===== src/rtl/sha256_pkg.sv =====
// Shared types and constants for the SHA-256 core arbiter slice.
package sha256_pkg;

  localparam int HASH_W           = 256;
  localparam int DEFAULT_MSG_SIZE = 120;

  typedef enum logic [1:0] {
    IDLE,
    START,
    BUSY,
    RESP
  } arb_state_t;

  // Index width with a floor of one bit so degenerate sizes still elaborate.
  function automatic int idx_width(input int n);
    return (n > 1) ? $clog2(n) : 1;
  endfunction

endpackage


===== src/rtl/sha256_core_arbiter_if.sv =====
// Requester/response channel plus the core start/done handshake.
interface sha256_core_arbiter_if
  import sha256_pkg::*;
#(
  parameter int NUM_REQ  = 4,
  parameter int MSG_SIZE = DEFAULT_MSG_SIZE
) ();

  localparam int ID_W = idx_width(NUM_REQ);

  logic [NUM_REQ-1:0]          req_valid;
  logic [NUM_REQ*MSG_SIZE-1:0] req_message;
  logic [NUM_REQ-1:0]          req_ready;
  logic                        resp_valid;
  logic [ID_W-1:0]             resp_id;
  logic [HASH_W-1:0]           resp_hash;
  logic                        resp_timeout;
  logic                        resp_ready;
  logic                        core_start;
  logic [MSG_SIZE-1:0]         core_message;
  logic [HASH_W-1:0]           core_hashed;
  logic                        core_done;

  // Arbiter side.
  modport slave (
    input  req_valid, req_message, resp_ready, core_hashed, core_done,
    output req_ready, resp_valid, resp_id, resp_hash, resp_timeout,
           core_start, core_message
  );

  // Requester fabric and core side.
  modport master (
    output req_valid, req_message, resp_ready, core_hashed, core_done,
    input  req_ready, resp_valid, resp_id, resp_hash, resp_timeout,
           core_start, core_message
  );

endinterface


===== src/rtl/sha256_core_arbiter_rr_picker.sv =====
// Combinational round-robin picker: first set request after last_grant, wrapping.
module rr_picker
  import sha256_pkg::*;
#(
  parameter int NUM_REQ = 4
) (
  input  logic [NUM_REQ-1:0]            req,
  input  logic [idx_width(NUM_REQ)-1:0] last_grant,
  output logic [NUM_REQ-1:0]            grant,
  output logic [idx_width(NUM_REQ)-1:0] idx,
  output logic                          any
);

  localparam int IDX_W = idx_width(NUM_REQ);

  logic [IDX_W-1:0] cand;

  always_comb begin
    grant = '0;
    idx   = '0;
    any   = 1'b0;
    cand  = '0;
    // Offsets 1..NUM_REQ so last_grant itself is considered last.
    for (int unsigned off = 1; off <= NUM_REQ; off++) begin
      cand = IDX_W'((32'(last_grant) + off) % NUM_REQ);
      if (!any && req[cand]) begin
        any         = 1'b1;
        idx         = cand;
        grant[cand] = 1'b1;
      end
    end
  end

endmodule


===== src/rtl/sha256_core_arbiter.sv =====
// Round-robin sharing of one SHA-256 core between NUM_REQ requesters,
// with a BUSY watchdog and a valid/ready response channel.
module sha256_core_arbiter
  import sha256_pkg::*;
#(
  parameter int NUM_REQ  = 4,
  parameter int MSG_SIZE = DEFAULT_MSG_SIZE,
  parameter int TIMEOUT  = 1024
) (
  input  logic                 clk,
  input  logic                 reset,
  sha256_core_arbiter_if.slave bus
);

  localparam int                ID_W       = idx_width(NUM_REQ);
  localparam int                WD_W       = idx_width(TIMEOUT);
  localparam logic [WD_W-1:0]   WD_LAST    = WD_W'(TIMEOUT - 1);
  localparam logic [ID_W-1:0]   GRANT_RST  = ID_W'(NUM_REQ - 1);

  arb_state_t state_q, state_d;

  logic [ID_W-1:0]     last_grant_q;
  logic [NUM_REQ-1:0]  pick_grant;
  logic [ID_W-1:0]     pick_idx;
  logic                pick_any;
  logic [MSG_SIZE-1:0] pick_msg;

  logic [WD_W-1:0]     wd_q;
  logic [NUM_REQ-1:0]  req_ready;
  logic                accept;
  logic                finish_done;
  logic                finish_timeout;
  logic                resp_fire;

  logic                core_start_q;
  logic [MSG_SIZE-1:0] core_message_q;
  logic                resp_valid_q;
  logic [ID_W-1:0]     resp_id_q;
  logic [HASH_W-1:0]   resp_hash_q;
  logic                resp_timeout_q;

  rr_picker #(
    .NUM_REQ (NUM_REQ)
  ) u_picker (
    .req        (bus.req_valid),
    .last_grant (last_grant_q),
    .grant      (pick_grant),
    .idx        (pick_idx),
    .any        (pick_any)
  );

  always_comb begin
    pick_msg = '0;
    for (int unsigned i = 0; i < NUM_REQ; i++) begin
      if (pick_grant[i]) pick_msg = bus.req_message[i*MSG_SIZE +: MSG_SIZE];
    end
  end

  always_ff @(posedge clk or negedge reset) begin
    if (!reset) state_q <= IDLE;
    else        state_q <= state_d;
  end

  always_comb begin
    state_d = state_q;
    case (state_q)
      IDLE:  if (pick_any) state_d = START;
      START: state_d = BUSY;
      BUSY:  if (bus.core_done || (wd_q == WD_LAST)) state_d = RESP;
      RESP:  if (bus.resp_ready) state_d = IDLE;
      default: state_d = IDLE;
    endcase
  end

  // core_done has priority over the watchdog when both hit in one cycle.
  always_comb begin
    req_ready      = (state_q == IDLE) ? pick_grant : '0;
    accept         = (state_q == IDLE) && pick_any;
    finish_done    = (state_q == BUSY) && bus.core_done;
    finish_timeout = (state_q == BUSY) && !bus.core_done && (wd_q == WD_LAST);
    resp_fire      = (state_q == RESP) && resp_valid_q && bus.resp_ready;
  end

  always_ff @(posedge clk or negedge reset) begin
    if (!reset) begin
      core_start_q   <= 1'b0;
      core_message_q <= '0;
      resp_id_q      <= '0;
    end else begin
      core_start_q <= accept;
      if (accept) begin
        core_message_q <= pick_msg;
        resp_id_q      <= pick_idx;
      end
    end
  end

  always_ff @(posedge clk or negedge reset) begin
    if (!reset) begin
      wd_q <= '0;
    end else if (state_q == START) begin
      wd_q <= '0;
    end else if ((state_q == BUSY) && (state_d == BUSY)) begin
      wd_q <= wd_q + 1'b1;
    end
  end

  always_ff @(posedge clk or negedge reset) begin
    if (!reset) begin
      resp_valid_q   <= 1'b0;
      resp_hash_q    <= '0;
      resp_timeout_q <= 1'b0;
      last_grant_q   <= GRANT_RST;
    end else begin
      if (finish_done) begin
        resp_valid_q   <= 1'b1;
        resp_hash_q    <= bus.core_hashed;
        resp_timeout_q <= 1'b0;
      end else if (finish_timeout) begin
        resp_valid_q   <= 1'b1;
        resp_hash_q    <= '0;
        resp_timeout_q <= 1'b1;
      end else if (resp_fire) begin
        resp_valid_q <= 1'b0;
        last_grant_q <= resp_id_q;
      end
    end
  end

  assign bus.req_ready    = req_ready;
  assign bus.core_start   = core_start_q;
  assign bus.core_message = core_message_q;
  assign bus.resp_valid   = resp_valid_q;
  assign bus.resp_id      = resp_id_q;
  assign bus.resp_hash    = resp_hash_q;
  assign bus.resp_timeout = resp_timeout_q;

endmodule


===== src/flat_wrapper.sv =====
// flat-port wrapper written by rule: the top's interface ports become plain ports
module sha256_core_arbiter_flat import sha256_pkg::*;
#(
  parameter int NUM_REQ  = 4,
  parameter int MSG_SIZE = DEFAULT_MSG_SIZE,
  parameter int TIMEOUT  = 1024
)
  (clk, reset, bus_req_valid, bus_req_message, bus_resp_ready, bus_core_hashed, bus_core_done, bus_req_ready, bus_resp_valid, bus_resp_id, bus_resp_hash, bus_resp_timeout, bus_core_start, bus_core_message);
  sha256_core_arbiter_if #(.NUM_REQ(NUM_REQ), .MSG_SIZE(MSG_SIZE)) bus_i ();
  input  logic clk;
  input  logic reset;
  input wire logic [$bits(bus_i.req_valid)-1:0] bus_req_valid;
  input wire logic [$bits(bus_i.req_message)-1:0] bus_req_message;
  input wire logic [$bits(bus_i.resp_ready)-1:0] bus_resp_ready;
  input wire logic [$bits(bus_i.core_hashed)-1:0] bus_core_hashed;
  input wire logic [$bits(bus_i.core_done)-1:0] bus_core_done;
  output wire logic [$bits(bus_i.req_ready)-1:0] bus_req_ready;
  output wire logic [$bits(bus_i.resp_valid)-1:0] bus_resp_valid;
  output wire logic [$bits(bus_i.resp_id)-1:0] bus_resp_id;
  output wire logic [$bits(bus_i.resp_hash)-1:0] bus_resp_hash;
  output wire logic [$bits(bus_i.resp_timeout)-1:0] bus_resp_timeout;
  output wire logic [$bits(bus_i.core_start)-1:0] bus_core_start;
  output wire logic [$bits(bus_i.core_message)-1:0] bus_core_message;
  assign bus_i.req_valid = bus_req_valid;
  assign bus_i.req_message = bus_req_message;
  assign bus_i.resp_ready = bus_resp_ready;
  assign bus_i.core_hashed = bus_core_hashed;
  assign bus_i.core_done = bus_core_done;
  assign bus_req_ready = bus_i.req_ready;
  assign bus_resp_valid = bus_i.resp_valid;
  assign bus_resp_id = bus_i.resp_id;
  assign bus_resp_hash = bus_i.resp_hash;
  assign bus_resp_timeout = bus_i.resp_timeout;
  assign bus_core_start = bus_i.core_start;
  assign bus_core_message = bus_i.core_message;
  sha256_core_arbiter #(.NUM_REQ(NUM_REQ), .MSG_SIZE(MSG_SIZE), .TIMEOUT(TIMEOUT)) u_core (.clk(clk), .reset(reset), .bus(bus_i));
endmodule

===== config.mk =====
export PLATFORM = sky130hd
export DESIGN_NAME = sha256_core_arbiter_flat
export DESIGN_NICKNAME = d
export VERILOG_FILES = /design/src/rtl/sha256_pkg.sv /design/src/rtl/sha256_core_arbiter_if.sv /design/src/rtl/sha256_core_arbiter_rr_picker.sv /design/src/rtl/sha256_core_arbiter.sv /design/src/flat_wrapper.sv
export SDC_FILE = /design/constraint.sdc
export NUM_CORES = 1
export LEC_CHECK = 0
export ABC_AREA = 1
export CORE_AREA = 2 2 434 436
export CTS_CLUSTER_DIAMETER = 120
export DETAILED_ROUTE_END_ITERATION = 8
export DIE_AREA = 0 0 436 438
export GPL_ROUTABILITY_DRIVEN = 0
export GPL_TIMING_DRIVEN = 0
export REMOVE_ABC_BUFFERS = 1
export SLEW_MARGIN = 0
export SYNTH_ARGS = -nofsm -noshare
export SYNTH_HDL_FRONTEND = slang
export SYNTH_SLANG_ARGS = --single-unit

===== constraint.sdc =====
create_clock -name clk -period 3.45 [get_ports clk]
set_input_delay 0.5175 -clock clk [delete_from_list [all_inputs] [get_ports clk]]
set_output_delay 0.5175 -clock clk [all_outputs]
set_load 0.03 [all_outputs]

==> run metrics <==
Worst setup EP type register; H-tree lvl count 2; Crit-path slowest cell a21oi_1; worst-path fanout max 60; endpoints failing hold 0; first-pass GRT wire length 212000 um; largest net degree at the start of global routing 107; vias in the first global route 22193; HPWL after DPL 128000 um; Slew @ Worst Pin 0.897 ns; Chip Height 438 um; Placed Cells 5910; cells along the critical path inv_2, ha_4, nand3_2, nand2_4, nor2_4, a21oi_2, nand3_4, buf_4, buf_16, a21oi_1, nand2_1, nand2_1, nand2_1, nand2_1; total power divided by cell area 1220 nW/um^2; Final setup viols 0; Yosys top cell by area dfrtp_1; peak supply drop 0.959 mV; Slew Limit Headroom 0.400; final std cells w/o fill 6064; synth top area cells dfrtp_1 50%, nand2_1 17%, a22o_1 11%, a21oi_1 9.2%, inv_1 4.9%; element type at the critical path start register; total routed wirelength 165000 um; crit path time final 3.41 ns; top-area cell type share of the netlist area 0.499; synthesized area 19700 um^2; Core Rows 159; Critical Path Max Stage Delay 0.57 ns; fin nets 4254; clk sink count 395; worst path required time 4.08 ns; IO Pins 1129; Initial DRC Count 2261; TritonCTS clock tree done; cell leakage power 0.0170 uW; Design Power 45200 uW; RSZ-0062 raised after global routing yes; Top delay family on crit path simple AND/OR/NAND/NOR gates; All-Layer GR Usage 0.164; fin. max-slew vios 0; number of detailed-route iterations in the first pass 5; Hold Crit Class primary input to async pin; most frequent cells in the layout 1123 x clkdlybuf4s50_1, 880 x nand2_1, 393 x dfrtp_1, 358 x a21oi_1, 258 x inv_1; total core area 187000 um^2; # Max-Cap Violations 0; post-synth cell types 37; hold_ws 0.312 ns; remaining antenna violation count 0; Post-Route Utilization 0.198; CTS Buffer Depth 3; Die Area 191000 um^2; CTS buffer count 55; Syn Area/Cell 8.11 um^2; Yosys Warn Count 0; grt total ovfl 0; clock skew 0.0553 ns; Skew-Pair Late Insertion Delay 0.70 ns; I/O Buffers 1128; Synth Instances 2428; post-synthesis sequential area ratio 0.502; WL per Instance 27.2 um; Die W 436 um; Yosys reg bits 395; clk root buf clkbuf_16; layout cell share with drive strength beyond 1 0.0601; fillers 20678; area grow syn2layout 87.4%; detailed-route DRC error count 0; final worst-path cycle share 0.988; vias per cell 3.80; Setup TNS 0 ns; status finished, final reports clean; initial core utilization 0.106; WP buf/inv 3; Max Freq 294 MHz; routed vias 23017; commonest non-fill, non-tap cell in the layout clkdlybuf4s50_1; Worst Path Arrival 4.04 ns; Crit path top cell by count nand2_1; clock-pin slew on the worst setup and hold paths 0.06 ns; kind of critical path register to register; initial antenna violation count 94
layer usage:
metal	up-vias	part of all wire	GRT usage
met2	1309	0.44	0.251
met5	-	0.0028	0.00968
met1	11267	0.38	0.191
met3	303	0.13	0.0860
li1	10104	-	-
met4	34	0.048	0.0680
report_power, final:
group | switching (uW) | internal [uW]
registers | 1460 | 6790
clock network | 2710 | 3800
logic | 19800 | 10600
total | 24000 | 21100
cell usage after synthesis:
library cell,instances
a22oi_2,1
clkbuf_1,70
nand3_1,18
buf_6,5
buf_2,96
nor2_2,1
inv_2,3
a21oi_2,1
inv_1,259
buf_1,4
o211ai_1,1
o21ai_0,12
buf_4,1
nor2_4,2
a31oi_2,1
nand2_4,1
inv_4,1
or2_2,1
nor3_2,1
nand3_2,5
a21boi_2,1
dfstp_2,2
o31ai_1,1
xor2_1,4
nand2_2,3
nand4_1,2
a21boi_0,1
nor3_1,2
nand3b_1,1
dfrtp_1,393
o22ai_1,3
a22o_1,256
ha_1,9
a21oi_1,363
a21boi_1,1
nor2_1,8
nand2_1,894
metrics by stage:
stage,cell area [um^2],worst slack [ns]
after global routing,36900,-0.0709
after floorplan,18900,-6.60
after detailed placement,34200,-1.27
final,36900,0.0429
after global placement,33300,-18.26
after CTS,36700,0.000358
cells by family (layout without fill, tap and decap cells):
| logic type | count (synthesis) | in the layout | share of synthesized area |
|---|---|---|---|
| simple gates | 939 | 943 | 0.184 |
| compound gates | 642 | 642 | 0.214 |
| buf+inv | 439 | 1552 | 0.0920 |
| flops | 395 | 395 | 0.502 |
| fa+ha+maj | 9 | 9 | 0.00572 |
| xor+xnor | 4 | 4 | 0.00178 |
| other cells | 0 | 24 | 0 |
sequential cells by signal, summed over array words and instances, names as in the netlist:
register	flops
u_core.bus.core_message	120
u_core.bus.core_start	1
u_core.bus.resp_hash	256
u_core.bus.resp_id	2
u_core.bus.resp_timeout	1
u_core.bus.resp_valid	1
u_core.last_grant_q	2
u_core.state_q	2
u_core.wd_q	10
what timing repair did:
action	4_1_cts	5_1_grt
hold buffers	1	0
setup endpoints to repair	124	24
cloned	12	2
endpoints found under the hold margin	31	0
buffers inserted	12	2
resized for setup	43	22
pin swaps	8	7
final timing paths:
| path | depth (start not counted) | start | to | slack, ns |
|---|---|---|---|---|
| max in group asynchronous | 4 | reset | u_core.bus.resp_hash[240]$_DFFE_PN0N_ | 1.66 |
| worst min register to register | 2 | u_core.bus.core_message[4]$_DFFE_PN0P_ | u_core.bus.core_message[4]$_DFFE_PN0P_ | 0.48 |
| worst max-delay path | 14 | u_core.last_grant_q[1]$_DFFE_PN1P_ | u_core.bus.core_message[45]$_DFFE_PN0P_ | 0.04 |
| worst max register to register | 14 | u_core.last_grant_q[1]$_DFFE_PN1P_ | u_core.bus.core_message[45]$_DFFE_PN0P_ | 0.04 |
| min in group clk | 2 | bus_core_hashed[185] | u_core.bus.resp_hash[185]$_DFFE_PN0N_ | 0.40 |
| worst min-delay path | 2 | reset | u_core.bus.core_message[95]$_DFFE_PN0P_ | 0.31 |
area by class of cell:
type,instances,area [um^2],share of cell area
clock buffer,67,1490,0.0404
timing repair buffer,1187,12600,0.341
clock inverter,34,514,0.0139
timing repair inverter,1,8.76,0.000237
inverter,263,1010,0.0275
multi-input combinational,1598,8220,0.223
antenna,24,60.1,0.00163
tap,2495,3120,0.0846
sequential,395,9890,0.268
Note: power is estimated with default switching activity, not from simulation.
